==> src/rtl/matvec_mac_sequencer_pkg.sv <==
// matvec_pkg: shared state encoding and default widths for the matrix-vector MAC sequencer
package matvec_pkg;
  typedef enum logic [1:0] {IDLE = 2'd0, RUN = 2'd1, DRAIN = 2'd2, DONE = 2'd3} seq_state_t;
  localparam int DATA_WIDTH_D = 8;
  localparam int ACC_WIDTH_D = 24;
endpackage

==> src/rtl/matvec_mac_sequencer_mac_unit.sv <==
// mac_unit: registered unsigned multiply-accumulate lane with clear over enable
module mac_unit
  import matvec_pkg::*;
#(
  parameter int DATA_WIDTH = DATA_WIDTH_D,
  parameter int ACC_WIDTH  = ACC_WIDTH_D
) (
  input  logic                  clk,
  input  logic                  rst,
  input  logic                  clr_acc,
  input  logic                  en,
  input  logic [DATA_WIDTH-1:0] a,
  input  logic [DATA_WIDTH-1:0] b,
  output logic [ACC_WIDTH-1:0]  acc
);
  logic [2*DATA_WIDTH-1:0] prod;
  assign prod = a * b;
  always_ff @(posedge clk)
    acc <= (rst || clr_acc) ? '0 : en ? acc + ACC_WIDTH'(prod) : acc;
endmodule

==> src/rtl/matvec_mac_sequencer.sv <==
// matvec_mac_sequencer: pops A-row and B-vector FIFOs in lockstep and accumulates per-lane dot products
module matvec_mac_sequencer
  import matvec_pkg::*;
#(
  parameter int DATA_WIDTH = DATA_WIDTH_D,
  parameter int NUM_MACS   = 8,
  parameter int VEC_LEN    = 8,
  parameter int ACC_WIDTH  = ACC_WIDTH_D,
  parameter int RD_LATENCY = 1
) (
  input  logic                                clk,
  input  logic                                rst,
  input  logic                                start,
  input  logic                                clr,
  input  logic [NUM_MACS-1:0][DATA_WIDTH-1:0] fifo_a_q,
  input  logic [NUM_MACS-1:0]                 fifo_a_empty,
  output logic [NUM_MACS-1:0]                 fifo_a_rden,
  input  logic [DATA_WIDTH-1:0]               fifo_b_q,
  input  logic                                fifo_b_empty,
  output logic                                fifo_b_rden,
  output logic [NUM_MACS-1:0][ACC_WIDTH-1:0]  result,
  output logic                                result_valid,
  output logic                                busy,
  output logic [1:0]                          state_out
);
  localparam int CW = $clog2(VEC_LEN + 1);
  if (ACC_WIDTH < 2 * DATA_WIDTH + $clog2(VEC_LEN)) begin : g_acc_chk
    $error("ACC_WIDTH too narrow for DATA_WIDTH and VEC_LEN");
  end
  if (RD_LATENCY < 1 || RD_LATENCY > 3) begin : g_lat_chk
    $error("RD_LATENCY must be 1..3");
  end
  seq_state_t state, state_n;
  logic [CW-1:0] issue_cnt;
  logic [RD_LATENCY-1:0] vpipe;
  logic pop, launch, clr_acc;
  assign launch = start && (state == IDLE || state == DONE);
  assign pop = !rst && !clr && state == RUN && !(|fifo_a_empty) && !fifo_b_empty && issue_cnt < CW'(VEC_LEN);
  assign clr_acc = clr || launch;
  assign fifo_a_rden = {NUM_MACS{pop}};
  assign fifo_b_rden = pop;
  assign busy = state == RUN || state == DRAIN;
  assign result_valid = state == DONE;
  assign state_out = state;
  always_comb begin
    state_n = state;
    state_n = clr ? IDLE
            : state == IDLE ? (start ? RUN : IDLE)
            : state == RUN ? ((pop && issue_cnt == CW'(VEC_LEN - 1)) ? DRAIN : RUN)
            : state == DRAIN ? (vpipe == '0 ? DONE : DRAIN)
            : (start ? RUN : DONE);
  end
  always_ff @(posedge clk) begin
    state <= rst ? IDLE : state_n;
    issue_cnt <= (rst || clr || launch) ? '0 : pop ? issue_cnt + 1'b1 : issue_cnt;
    vpipe <= (rst || clr) ? '0 : RD_LATENCY'({vpipe, pop});
  end
  for (genvar i = 0; i < NUM_MACS; i++) begin : g_mac
    mac_unit #(.DATA_WIDTH(DATA_WIDTH), .ACC_WIDTH(ACC_WIDTH)) u_mac (
      .clk(clk),
      .rst(rst),
      .clr_acc(clr_acc),
      .en(vpipe[RD_LATENCY-1]),
      .a(fifo_a_q[i]),
      .b(fifo_b_q),
      .acc(result[i])
    );
  end
endmodule

==> config.mk <==
export PLATFORM = sky130hd
export DESIGN_NAME = matvec_mac_sequencer
export DESIGN_NICKNAME = d
export VERILOG_FILES = /design/src/rtl/matvec_mac_sequencer_pkg.sv /design/src/rtl/matvec_mac_sequencer_mac_unit.sv /design/src/rtl/matvec_mac_sequencer.sv
export SDC_FILE = /design/constraint.sdc
export NUM_CORES = 2
export LEC_CHECK = 0
export BUFFER_PORTS_ARGS = -buffer_cell sky130_fd_sc_hd__buf_2
export CORE_MARGIN = 2
export CORE_UTILIZATION = 40
export CTS_BUF_LIST = sky130_fd_sc_hd__clkbuf_4 sky130_fd_sc_hd__clkbuf_8
export CTS_CLUSTER_SIZE = 40
export DETAILED_ROUTE_END_ITERATION = 16
export SYNTH_ARGS = -nofsm -noshare
export SYNTH_HDL_FRONTEND = slang
export SYNTH_SLANG_ARGS = --single-unit
==> constraint.sdc <==
create_clock -name clk -period 11.1 [get_ports clk]
set_clock_uncertainty 0.1 [all_clocks]
set_input_delay 1.11 -clock clk [delete_from_list [all_inputs] [get_ports clk]]
set_output_delay 1.11 -clock clk [all_outputs]
set_load 0.02 [all_outputs]
After elaboration in Yosys (flattened, before gate mapping) --
Index checks and enable logic that the tools add are counted.
Cells by class: add/sub/neg operators 9, multipliers 8, div/mod/pow operators 0, order comparisons 1, equality and inequality tests 4, shift operators 0, mux-type cells 7, bitwise gates (word level) 0, reduce and logical (&&, ||, !) cells 20
Operator list (count):
- adder 24 x 16 -> 24 bit | 8
- multiplier 8 x 8 -> 16 bit | 8
- two-way mux 2 bit | 5
- OR reduction 8 bit | 1
- logical AND 1 bit | 7
- logical OR 1 bit | 6
- adder 4 x 1 -> 4 bit (second input constant) | 1
- equality test 2 bit (second input constant) | 2
- equality test 4 x 3 -> 1 bit (second input constant) | 1
- zero test 1 bit | 4
- < comparator 4 bit (second input constant) | 1
- equality test 2 x 1 -> 1 bit (second input constant) | 1
- zero test 2 bit | 1
- two-way mux 1 bit | 2
- OR reduction 2 bit | 1
Word-level totals: flip-flop bits (word level) 199, latch bits 0, bits in writable memories 0, bits in read-only memories 0, logic and storage cells 60, memories kept 0

Longest topological paths before layout --
depth after elaboration 10, mapped depth 20, mapped depth without buffers 18

Hierarchy --
A second synthesis with hierarchy kept.
Second synthesis, totals: cell total of the unflattened synthesis 3581, area, all modules 30242.8 sq um
Modules (own cells, without submodules):
- mac_unit at g_mac[1].u_mac ... | instances 2, cells each 446, area an instance 3721.1 sq um, seq. area each 480.5 sq um
- mac_unit at g_mac[3].u_mac ... | instances 2, cells each 445, area an instance 3719.8 sq um, seq. area each 480.5 sq um
- mac_unit at g_mac[6].u_mac ... | instances 2, cells each 423, area an instance 3644.7 sq um, seq. area each 480.5 sq um
- mac_unit at g_mac[5].u_mac | instances 1, cells each 444, area an instance 3752.3 sq um, seq. area each 480.5 sq um
- mac_unit at g_mac[0].u_mac | instances 1, cells each 444, area an instance 3744.8 sq um, seq. area each 480.5 sq um
- matvec_mac_sequencer | instances 1, cells each 65, area an instance 574.3 sq um, seq. area each 140.1 sq um

Worst setup path before layout --
No wires, ideal clock.
path type in2reg, from in fifo_b_q[0], to reg g_mac[7].u_mac.acc[18], arrival time 5.624 ns, data required time 10.872 ns, slack 5.248 ns, stages 18, path buffers 2, cell sequence clkbuf_1 clkbuf_1 nand2_1 fa_1 inv_1 fa_1 fa_1 inv_1 fa_1 inv_1 ha_1 or4_1 o21ai_2 a2111oi_2 o311a_1 o31ai_1 xor2_1 nor2_1
On the way: word-level cells in the longest chain between the ends 2
Ends and longest elaborated chain:
- from (decl) | line matvec_mac_sequencer.sv:18 | input logic [DATA_WIDTH-1:0] fifo_b_q,
- multiplier 8 x 8 -> 16 bit | line matvec_mac_sequencer_mac_unit.sv:17 | assign prod = a * b;
- adder 24 x 16 -> 24 bit | line matvec_mac_sequencer_mac_unit.sv:19 | acc <= (rst || clr_acc) ? '0 : en ? acc + ACC_WIDTH'(prod) : acc;
- to (signal assigned) | line matvec_mac_sequencer_mac_unit.sv:19
- to (decl) | line matvec_mac_sequencer_mac_unit.sv:14 | output logic [ACC_WIDTH-1:0] acc
No other way between the ends. A chain may end at the register's enable or synchronous reset.

Worst setup path in the final report --
from in fifo_b_q[2], to reg g_mac[7].u_mac.acc[22]
Same word-level chain as after synthesis.

==> flow_summary.toml <==
[setup_path]
crit_slowest_cell = "buf_2"
crit_top_cell = "fa_1"
crit_chain = "buf_2 > buf_4 > nand2_1 > fa_1 > fa_1 > inv_1 > fa_1 > inv_1 > fa_1 > inv_1 > ha_1 > or4_1 > o21ai_2 > a2111oi_2 > o311a_1 > o311ai_2 > xor2_1 > nor2_1"
startpoint_type = "input pin"
cp_max_fo = 33
crit_type = "in2reg"
path_buf_inv = 5
end_kind = "flip-flop"
critPathTopFamily = "adder cells"
worstPathRequired_ps = 11450
slowest_delay_ps = 570
cp.arrival_ps = 6460

[sta]
max_slew_margin = 0.3321
post-route-period-util = 0.5510
tns_ps = 0
tightest_slew_ps = 998.3
timing.final.ws_setup_ps = 4984
drv_slew = 0
setup_violations = 0
finalHoldViolations = 0
max_freq_mhz = 163.5
rsz0062_at_grt = "no"
holdWs_ps = 383.9
post-route-min-period_ps = 6116

[logic_synthesis]
synth_area_leaders = "fa_1 27%, ha_1 14%, dfxtp_1 14%"
yosys_register_bits = 199
synthFlopType = "dfxtp_1"
ys_warn_count = 0
synth.top_cell.area_share = 0.2743
yosysSeqAreaShare = 0.1365
syn_nets = 4282
async_flop_share = 0
avgSynthCellArea_um2 = 8.428
synth_cells = 3464
synthDistinctLibCells = 81
yosysTopAreaCell = "fa_1"
netlist_area_um2 = 29190
synth_edf_count = 0

[place]
gp_congestion = 0.8159
portBuffers = 289
place_ws_ps = 4369
hpwlAfterDp_mm = 57.72

[grt]
grt_pass1_wl_mm = 126.7
grt_pass1_vias = 23440
antenna_found_initial = 6
overflow = 0
grt_max_degree = 66
grt_use_total = 0.2141

[clock_tree]
clock_path_buffers = 2
cts_root_buf = "clkbuf_8"
cts_max_level = 4
cts_setup_buffers = 0
clkTransAtPathRegs_ps = 120
insertion_delay_ps = 590
cts_hold_buf = 0
cts-resized-gates = 0
cts.sinks = 199
cts_tree = "yes"
numCtsBuffers = 17

[hold_path]
hp-class = "reg2reg"

[route]
first_pass_iters = 5
wl_mm = 77.00
vias = 23380
ant_nets = 0
remaining_drc_errors = 0
first_iter_violations = 1017
routedWlPerCell_um = 16.60
viasPerCell = 5.041

[die]
initial_core_util = 0.4022
ios = 290
die_y_um = 274.2
die_w_um = 274.2
row_count = 99
die-area_um2 = 75160
core_um2 = 72590

[finish]
final.fill_count = 7444
drive_above_1_share = 0.1041
nNetsFinal = 4485
area_growth_pct = 9.313

[power_and_ir_drop]
power.density_nw_per_um2 = 116.1
p_leak_nw = 16.34
peakVddDrop_mv = 0.07222

[outcome]
status = "finished, final reports clean"

[run]
drv_cap = 0
## metrics by stage
stage	area (µm²)	utilization	power (mW)	instances
2_1_floorplan	29190	-	2.646	3464
3_3_place_gp	31500	0.4340	3.137	4607
3_5_place_dp	31500	0.4340	3.156	4607
4_1_cts	31910	0.4396	3.751	4638
5_1_grt	31910	0.4397	4.143	4639
6_report	31910	0.4397	3.705	4639
## synth_stat cells, drive strengths merged, types with 41 or more instances
library cell	count
dfxtp	199
fa	400
and2	284
a211oi	43
a21o	42
ha	333
a21oi	102
inv	779
o21ai	101
nand3	44
mux2i	69
nand2	337
xnor2	41
clkbuf	99
nor2	186
## flip-flops by register name, indices dropped and copies added, names as in the netlist
name / flops
state_out: 2
g_mac.u_mac.acc: 192
vpipe: 1
issue_cnt: 4
## final timing paths
| kind | slack [ps] | end | start | depth (start not counted) |
|---|---|---|---|---|
| worst max-delay path | 4980 | g_mac[7].u_mac.acc[22]$_SDFFE_PP0P_ | fifo_b_q[2] | 18 |
| worst min register to register | 380 | g_mac[0].u_mac.acc[7]$_SDFFE_PP0P_ | g_mac[0].u_mac.acc[7]$_SDFFE_PP0P_ | 2 |
| worst max register to register | 6130 | g_mac[5].u_mac.acc[20]$_SDFFE_PP0P_ | g_mac[5].u_mac.acc[6]$_SDFFE_PP0P_ | 16 |
| worst min-delay path | 380 | g_mac[0].u_mac.acc[7]$_SDFFE_PP0P_ | g_mac[0].u_mac.acc[7]$_SDFFE_PP0P_ | 2 |
## final cells by class
class / count / area, µm² / area share
flip-flops and latches: 199 / 3988 / 0.1250
well taps: 959 / 1200 / 0.03760
inverters: 779 / 2927 / 0.09170
diodes: 1 / 2.502 / 0.00007841
clock buffers: 18 / 247.7 / 0.007763
repair buffers: 305 / 1567 / 0.04909
clock inverters: 13 / 162.7 / 0.005097
multi-input cells: 2365 / 21820 / 0.6837
## tightest hold or removal path: stages (launching register included)
cell,delay (ps)
dfxtp_1,340
nand2_1,60
a21oi_1,50
## cell families (layout without fill, tap and decap cells)
logic type | count (synthesis) | count (layout) | share of synthesized area
AO/OA/AOI/OAI | 444 | 444 | 0.1047
XOR/XNOR | 78 | 78 | 0.02340
adder cells (fa/ha/maj) | 733 | 733 | 0.4170
buffers and inverters | 900 | 1115 | 0.1170
flip-flops | 199 | 199 | 0.1365
multiplexers | 70 | 70 | 0.02404
other | 0 | 1 | 0
AND/OR/NAND/NOR | 1040 | 1040 | 0.1773
## metal layers
layer / part of all wire / GRT usage / up-vias
met3: 0.066 / 0.04738 / 71
met2: 0.46 / 0.3515 / 515
met1: 0.45 / 0.2869 / 11510
met4: 0.017 / 0.05049 / 8
li1: - / - / 11280
met5: 0.00052 / 0 / -
## cells in the final DEF, fill, tap and decap left out, drive strengths merged, types with 18 or more instances in the layout
cell type / netlist / routed
xor2: 37 / 37
and2: 284 / 284
nand3: 44 / 44
xnor2: 41 / 41
o21a: 33 / 33
nor2: 186 / 186
nand2: 337 / 337
a31oi: 19 / 19
and3: 21 / 21
dfxtp: 199 / 199
mux2i: 69 / 69
inv: 779 / 785
nor3: 34 / 34
a21oi: 102 / 102
o21ai: 101 / 101
or3: 28 / 28
buf: 22 / 305
clkbuf: 99 / 18
ha: 333 / 333
nor2b: 23 / 23
fa: 400 / 400
a211oi: 43 / 43
a21o: 42 / 42
## power breakdown
group / internal (mW) / switching (mW)
Sequential: 0.714 / 0.000254
Clock: 0.213 / 0.352
Combinational: 1.02 / 1.40
Total: 1.95 / 1.75
Note: power is estimated with default switching activity, not from simulation.
